## src/rtl/cpu_defs.sv

```systemverilog
// Definitions shared between the instruction feeder and the control unit.
// Opcodes, instruction-register field positions and time-step width.
package cpu_defs;

  localparam int IR_W   = 9;
  localparam int STEP_W = 2;

  localparam int OP_HI = 8;
  localparam int OP_LO = 6;
  localparam int RX_HI = 5;
  localparam int RX_LO = 3;
  localparam int RY_HI = 2;
  localparam int RY_LO = 0;

  localparam logic [2:0] OP_MVI  = 3'b101;
  localparam logic [2:0] OP_HALT = 3'b110;
  localparam logic [2:0] OP_MV   = 3'b111;

  function automatic logic [2:0] ir_opcode(
    input logic [IR_W-1:0] ir
  );
    return ir[OP_HI:OP_LO];
  endfunction

endpackage

```

## src/rtl/instr_feeder_if.sv

```systemverilog
// Program-memory and control-unit bus of the instruction feeder.
// master = feeder side, slave = memory / control-unit side.
interface instr_feeder_if
  import cpu_defs::*;
#(
  parameter int ADDR_W = 8
);

  logic [ADDR_W-1:0] mem_addr;
  logic              mem_rd;
  logic [15:0]       mem_rdata;
  logic [IR_W-1:0]   iin;
  logic [15:0]       imediate;
  logic [STEP_W-1:0] count;
  logic              run;
  logic              done;
  logic              halted;
  logic [15:0]       retired;

  modport master (
    output mem_addr,
    output mem_rd,
    input  mem_rdata,
    output iin,
    output imediate,
    output count,
    output run,
    input  done,
    output halted,
    output retired
  );

  modport slave (
    input  mem_addr,
    input  mem_rd,
    output mem_rdata,
    input  iin,
    input  imediate,
    input  count,
    input  run,
    output done,
    input  halted,
    input  retired
  );

endinterface

```

## src/rtl/instr_feeder.sv

```systemverilog
// Fetches instructions from program memory and feeds the control unit,
// holding run and stepping count until done ends each instruction.
module instr_feeder
  import cpu_defs::*;
#(
  parameter int ADDR_W     = 8,
  parameter int START_ADDR = 0
) (
  input  logic           clock,
  input  logic           reset,
  input  logic           start,
  instr_feeder_if.master bus
);

  localparam logic [ADDR_W-1:0] START =
    ADDR_W'(START_ADDR);
  localparam logic [STEP_W-1:0] STEP_MAX =
    '1;

  typedef enum logic [2:0] {
    S_IDLE,
    S_FETCH,
    S_WAIT_I,
    S_FETCH_IMM,
    S_WAIT_IMM,
    S_EXEC,
    S_HALTED
  } state_t;

  state_t state;
  state_t next;

  logic [ADDR_W-1:0] pc;
  logic [2:0]        op;
  logic              fetch_next;

  assign op = ir_opcode(bus.mem_rdata[IR_W-1:0]);
  assign fetch_next =
    (next == S_FETCH) || (next == S_FETCH_IMM);

  always_ff @(posedge clock) begin
    if (reset) state <= S_IDLE;
    else       state <= next;
  end

  always_comb begin
    next = state;
    unique case (state)
      S_IDLE:      if (start) next = S_FETCH;
      S_FETCH:     next = S_WAIT_I;
      S_WAIT_I: begin
        if (op == OP_MVI)       next = S_FETCH_IMM;
        else if (op == OP_HALT) next = S_HALTED;
        else                    next = S_EXEC;
      end
      S_FETCH_IMM: next = S_WAIT_IMM;
      S_WAIT_IMM:  next = S_EXEC;
      S_EXEC:      if (bus.done) next = S_FETCH;
      S_HALTED:    if (start) next = S_FETCH;
      default:     next = S_IDLE;
    endcase
  end

  // Outputs are registered from the next state so they line up with it.
  always_ff @(posedge clock) begin
    if (reset) begin
      pc           <= START;
      bus.mem_addr <= START;
      bus.mem_rd   <= 1'b0;
      bus.iin      <= '0;
      bus.imediate <= '0;
      bus.count    <= '0;
      bus.run      <= 1'b0;
      bus.halted   <= 1'b0;
      bus.retired  <= '0;
    end else begin
      bus.mem_rd <= fetch_next;
      bus.run    <= (next == S_EXEC);
      bus.halted <= (next == S_HALTED);
      if (fetch_next)
        bus.mem_addr <= pc;
      if (state == S_FETCH || state == S_FETCH_IMM)
        pc <= pc + 1'b1;
      // HALT never reaches the control unit, so iin keeps the last op.
      if (state == S_WAIT_I && op != OP_HALT)
        bus.iin <= bus.mem_rdata[IR_W-1:0];
      if (state == S_WAIT_IMM)
        bus.imediate <= bus.mem_rdata;
      if (state == S_EXEC && !bus.done) begin
        if (bus.count != STEP_MAX)
          bus.count <= bus.count + 1'b1;
      end else begin
        bus.count <= '0;
      end
      if (state == S_EXEC && bus.done)
        bus.retired <= bus.retired + 1'b1;
    end
  end

endmodule

```

## src/flat_wrapper.sv

```systemverilog
// flat-port wrapper written by rule: the top's interface ports become plain ports
module instr_feeder_flat import cpu_defs::*;
#(
  parameter int ADDR_W     = 8,
  parameter int START_ADDR = 0
)
  (clock, reset, start, bus_mem_addr, bus_mem_rd, bus_mem_rdata, bus_iin, bus_imediate, bus_count, bus_run, bus_done, bus_halted, bus_retired);
  instr_feeder_if #(.ADDR_W(ADDR_W)) bus_i ();
  input  logic clock;
  input  logic reset;
  input  logic start;
  output wire logic [$bits(bus_i.mem_addr)-1:0] bus_mem_addr;
  output wire logic [$bits(bus_i.mem_rd)-1:0] bus_mem_rd;
  input wire logic [$bits(bus_i.mem_rdata)-1:0] bus_mem_rdata;
  output wire logic [$bits(bus_i.iin)-1:0] bus_iin;
  output wire logic [$bits(bus_i.imediate)-1:0] bus_imediate;
  output wire logic [$bits(bus_i.count)-1:0] bus_count;
  output wire logic [$bits(bus_i.run)-1:0] bus_run;
  input wire logic [$bits(bus_i.done)-1:0] bus_done;
  output wire logic [$bits(bus_i.halted)-1:0] bus_halted;
  output wire logic [$bits(bus_i.retired)-1:0] bus_retired;
  assign bus_mem_addr = bus_i.mem_addr;
  assign bus_mem_rd = bus_i.mem_rd;
  assign bus_i.mem_rdata = bus_mem_rdata;
  assign bus_iin = bus_i.iin;
  assign bus_imediate = bus_i.imediate;
  assign bus_count = bus_i.count;
  assign bus_run = bus_i.run;
  assign bus_i.done = bus_done;
  assign bus_halted = bus_i.halted;
  assign bus_retired = bus_i.retired;
  instr_feeder #(.ADDR_W(ADDR_W), .START_ADDR(START_ADDR)) u_core (.clock(clock), .reset(reset), .start(start), .bus(bus_i));
endmodule
```

## config.mk

```make
export PLATFORM = sky130hd
export DESIGN_NAME = instr_feeder_flat
export DESIGN_NICKNAME = d
export VERILOG_FILES = /design/src/rtl/cpu_defs.sv /design/src/rtl/instr_feeder_if.sv /design/src/rtl/instr_feeder.sv /design/src/flat_wrapper.sv
export SDC_FILE = /design/constraint.sdc
export NUM_CORES = 1
export LEC_CHECK = 0
export CAP_MARGIN = 20
export CORE_MARGIN = 1.5
export CORE_UTILIZATION = 50
export CTS_CLUSTER_SIZE = 24
export DETAILED_ROUTE_END_ITERATION = 12
export PLACE_DENSITY = 0.92
export SKIP_CTS_REPAIR_TIMING = 1
export SYNTH_ARGS = -nofsm -noshare
export SYNTH_HDL_FRONTEND = slang
export SYNTH_SLANG_ARGS = --single-unit
```

## constraint.sdc

```tcl
create_clock -name clock -period 3.9 [get_ports clock]
set_input_delay 0.78 -clock clock [delete_from_list [all_inputs] [get_ports clock]]
set_output_delay 0.78 -clock clock [all_outputs]
set_load 0.005 [all_outputs]
```

After elaboration in Yosys (flattened, before gate mapping) --
Index checks and enable logic that the tools add are counted.
Storage, ports and cells: flip-flop bits (word level) 65, input bits 20, output and inout port bits 54, logic and storage cells 42
Cells by class: add/sub/neg operators 3, equal/unequal tests 14, muxes and demuxes 5, bitwise operators 1, reductions and logical operators 9
Operators by type and width (count):
- == test 3 bit, second input constant | 7
- case mux 3 bit (6 select lines) | 1
- adder 16 x 1 -> 16 bit, second input constant | 1
- == test 3 x 2 -> 1 bit, second input constant | 3
- 2-to-1 mux 3 bit | 3
- adder 8 x 1 -> 8 bit, second input constant | 1
- == test 3 x 1 -> 1 bit, second input constant | 2
- OR reduction 2 bit | 2
- logical AND 1 bit | 3
- zero test 3 bit | 1
- != test 3 bit, second input constant | 1
- adder 2 x 1 -> 2 bit, second input constant | 1
- logical OR 1 bit | 2
- 2-to-1 mux 2 bit | 1
- != test 2 bit, second input constant | 1
- zero test 1 bit | 1
- inverter 1 bit | 1

Logic depth before layout (Yosys ltp) --
word-level depth 6, gate-level depth with buffers 7, depth with buffers taken out 5

Least setup slack after synthesis --
OpenSTA, ideal clock, no wires.
kind input to register, start point in bus_mem_rdata[7], end point reg u_core.bus.mem_addr[0], library setup time 73 ps, data arrival time 1890 ps, required time 3827 ps, setup slack 1937 ps, stages on the path 4, buffers on the path 0, cells stage by stage nor4bb_1 > nor3_1 > a311oi_4 > mux2i_1
On the way: word-level cells in the longest chain between the ends 6, elaborated cells on any way between the ends 8, those cells by class 4 x eq/ne; 3 x mux; 1 x reduce/logical
RTL lines:
- from (decl) | RTL line flat_wrapper.sv:14 | input wire logic [$bits(bus_i.mem_rdata)-1:0] bus_mem_rdata;
- == test 3 bit | RTL line instr_feeder.sv:53 | else if (op == OP_HALT) next = S_HALTED;
- 2-to-1 mux 2 bit | RTL line instr_feeder.sv:53
- 2-to-1 mux 3 bit (*) | RTL line instr_feeder.sv:52 | if (op == OP_MVI) next = S_FETCH_IMM;
- case mux 3 bit (6 select lines) (*) | RTL line instr_feeder.sv:48 | unique case (state)
- == test 3 x 1 -> 1 bit / == test 3 x 2 -> 1 bit (equally long branches) | RTL line instr_feeder.sv:39 | (next == S_FETCH) || (next == S_FETCH_IMM);
- logical OR 1 bit (*) | RTL line instr_feeder.sv:39
- to (signal assigned) | RTL line instr_feeder.sv:81 | bus.mem_addr <= pc;
- to (decl) | RTL line instr_feeder_if.sv:21 | output mem_addr,
Every way passes the cells marked *; elsewhere a longest branch is shown, timed or not. A chain may end at the register's enable or synchronous reset.

Final worst setup path --
start point in bus_done, end point reg u_core.bus.retired[15]
On the way: word-level cells in the longest chain between the ends 1
RTL lines:
- from (decl) | RTL line flat_wrapper.sv:19 | input wire logic [$bits(bus_i.done)-1:0] bus_done;
- logical AND 1 bit | RTL line instr_feeder.sv:95 | if (state == S_EXEC && bus.done)
- to (signal assigned) | RTL line instr_feeder.sv:96 | bus.retired <= bus.retired + 1'b1;
- to (decl) | RTL line instr_feeder_if.sv:30 | output retired
No other way between the ends.

==> out/qor.yml <==
layout:
  finish.net_count: 388
  drive_above_1_share: 0.0649
  nFillCells: 424
  layout.cells.non_filler: 440
  final_util: 0.709
  diodes: 0
  syn_to_final_growth_pct: 35.5
sta:
  rsz0062_at_grt: "no"
  hold_violations: 0
  final_max_slew_viol_count: 0
  maxSlewHeadroom: 0.347
  skew_ns: 0.00466
  worst_pin_slew_ns: 0.975
  setup_viol: 0
  period_minus_slack_ns: 2.56
  fin_tns_setup_ns: 0
  fmax_mhz: 390
  finalCritPeriodShare: 0.657
critical_path:
  crit_type: "in2reg"
  startpoint: "bus_done"
  cp.required_ns: 4.16
  cp-start-kind: "primary input"
  r2r_start: "u_core.state[0]"
  cp_slowest_cell: "or4_1"
  worstPathCellList: "clkdlybuf4s50_1 > and4b_1 > nand4_1 > or4_1 > a21oi_1"
  critPathMaxFanout: 11
  cp-end-kind: "flip-flop"
  arrival_ns: 2.82
  max_stage_delay_ns: 0.54
logic_synthesis:
  seq_area_frac_synth: 0.484
  ys_types: 36
  yosys_warnings: 0
  syn_area_um2: 2690
  syn_nets: 318
  synth-seq-cells: 65
  syn_area_per_cell_um2: 9.12
  syn_inst: 295
global_route:
  track_usage: 0.223
  grt_pass1_vias: 2308
  grt_overflow: 0
  grt_max_degree: 44
  antenna_found_initial: 0
  grt_pass1_wl_um: 10500
cts:
  cts-root-buf: "clkbuf_8"
  cts_tree: "done"
  cts_buffers: 9
  cts_sinks: 65
  insertion_delay_ns: 0.33
  path_clk_slew_ns: 0.07
  clk_path_buf_depth: 2
  h-tree-depth: 3
routing:
  routed_wl_um: 6100
  via_per_inst: 5.17
  vias: 2276
  wl_per_cell_um: 13.9
  drtAntennaViolNets: 0
  drt_pre_antenna_iters: 4
  drc_errors: 0
  drt-initial-drc-count: 122
worst_hold_path:
  worstHoldStart: "u_core.bus.imediate[10]"
  worstHoldPathType: "reg2reg"
floorplanning:
  rows: 26
  initial_core_util: 0.523
  io_pins: 74
  coreArea_um2: 5140
  die_y_um: 76.4
  fp.dieW_um: 76.4
  die_area_um2: 5830
placement:
  dp.cells: 424
  gp_congestion: 0.763
  dp_hpwl_um: 4310
  port-buffer-count: 73
pwr:
  power_density_nw_per_um2: 461
  irDropWorstVdd_mv: 0.277
  finalPower_mw: 1.68
  leakage_nw: 1.34
outcome:
  status: "finished clean"
job:
  maxCapViolations: 0
cell usage after synthesis, drive strengths merged:
master | count | area, um2
o21a | 1 | 7.51
nor4 | 1 | 6.26
nor3b | 1 | 12.5
a221oi | 2 | 17.5
a22oi | 1 | 7.51
clkbuf | 11 | 41.3
buf | 5 | 50.0
inv | 7 | 26.3
mux2i | 17 | 170
o21ai | 5 | 25.0
xnor2 | 4 | 35.0
and2 | 1 | 6.26
ha | 3 | 37.5
or3 | 3 | 18.8
and4 | 1 | 8.76
or4 | 5 | 37.5
nor4bb | 1 | 10.0
nor2b | 4 | 25.0
o221ai | 1 | 8.76
dfxtp | 65 | 1300
nand4 | 10 | 77.6
nor2 | 30 | 113
and4b | 1 | 10.0
nand3 | 5 | 25.0
o21ba | 1 | 10.0
nor3 | 3 | 15.0
nand2b | 16 | 100
a21oi | 24 | 120
xor2 | 13 | 114
o31ai | 5 | 37.5
nand2 | 42 | 158
a311oi | 1 | 26.3
and3 | 5 | 31.3
worst paths after layout:
check | end | slack (ns) | depth (start not counted)
worst max-delay path | u_core.bus.retired[15] | 1.34 | 5
worst min-delay path | u_core.bus.imediate[10] | 0.46 | 2
worst max register to register | u_core.bus.retired[15] | 1.70 | 4
worst min register to register | u_core.bus.imediate[10] | 0.46 | 2
power by group:
part / switching (mW) / internal [mW]
Combinational: 0.158 / 0.174
Clock: 0.244 / 0.347
Sequential: 0.0440 / 0.714
Total: 0.446 / 1.24
registers in the layout, indices dropped and copies added (netlist names):
name / flops
u_core.bus.imediate: 16
u_core.bus.mem_addr: 8
u_core.bus.count: 2
u_core.bus.run: 1
u_core.bus.retired: 16
u_core.state: 3
u_core.bus.halted: 1
u_core.bus.mem_rd: 1
u_core.bus.iin: 9
u_core.pc: 8
critical path: cells and delay by family:
kind	cells	cell delay [ns]
buffers and inverters	1	0.52
AO/OA/AOI/OAI	1	0.17
AND/OR/NAND/NOR	3	1.35
kinds of logic (layout without fill, tap and decap cells):
group	after synthesis	in the layout	synth area share
compound gates	41	41	0.0968
xor+xnor	17	17	0.0553
fa+ha+maj	3	3	0.0140
buf+inv	23	98	0.0437
flops	65	65	0.484
mux	17	17	0.0633
simple gates	129	129	0.243
cell type report:
type,count,area (um2),area share
inverters,7,26.3,0.00721
multi-input cells,207,1280,0.352
well taps,70,87.6,0.0240
clock inverters,2,35.0,0.00961
clock buffers,14,173,0.0474
repair buffers,75,741,0.203
flip-flops and latches,65,1300,0.357
placed cells by master (no fill, tap or decap), types with 4 or more instances in the layout:
cell type and count:
o31ai_1 4, nor2_1 30, a21oi_1 24, nand3_1 5, nand2_1 42, or4_1 5, inv_1 6, nor2b_1 4
nand2b_1 16, xnor2_1 4, o21ai_0 5, xor2_1 13, clkbuf_8 12, mux2i_1 17, clkdlybuf4s50_1 72, nand4_1 9
and3_1 5, dfxtp_1 65
metal layers:
metal  wire [um]  global-route usage  vias up
li1            -                   -     1143
met1        2580               0.257     1059
met2        3030               0.371       60
met3         351              0.0719       14
met4         134               0.109        0
met5           0                   0        -
through the flow:
stage | cell area (um2) | setup slack (ns) | hold WS, ns
after floorplan | 2690 | 1.94 | 0.453
after global placement | 3440 | 1.11 | 0.441
after detailed placement | 3440 | 0.990 | 0.450
after CTS | 3640 | 1.35 | 0.460
after global routing | 3640 | 1.19 | 0.480
final | 3640 | 1.34 | 0.457
(Power assumes the default switching activity.)
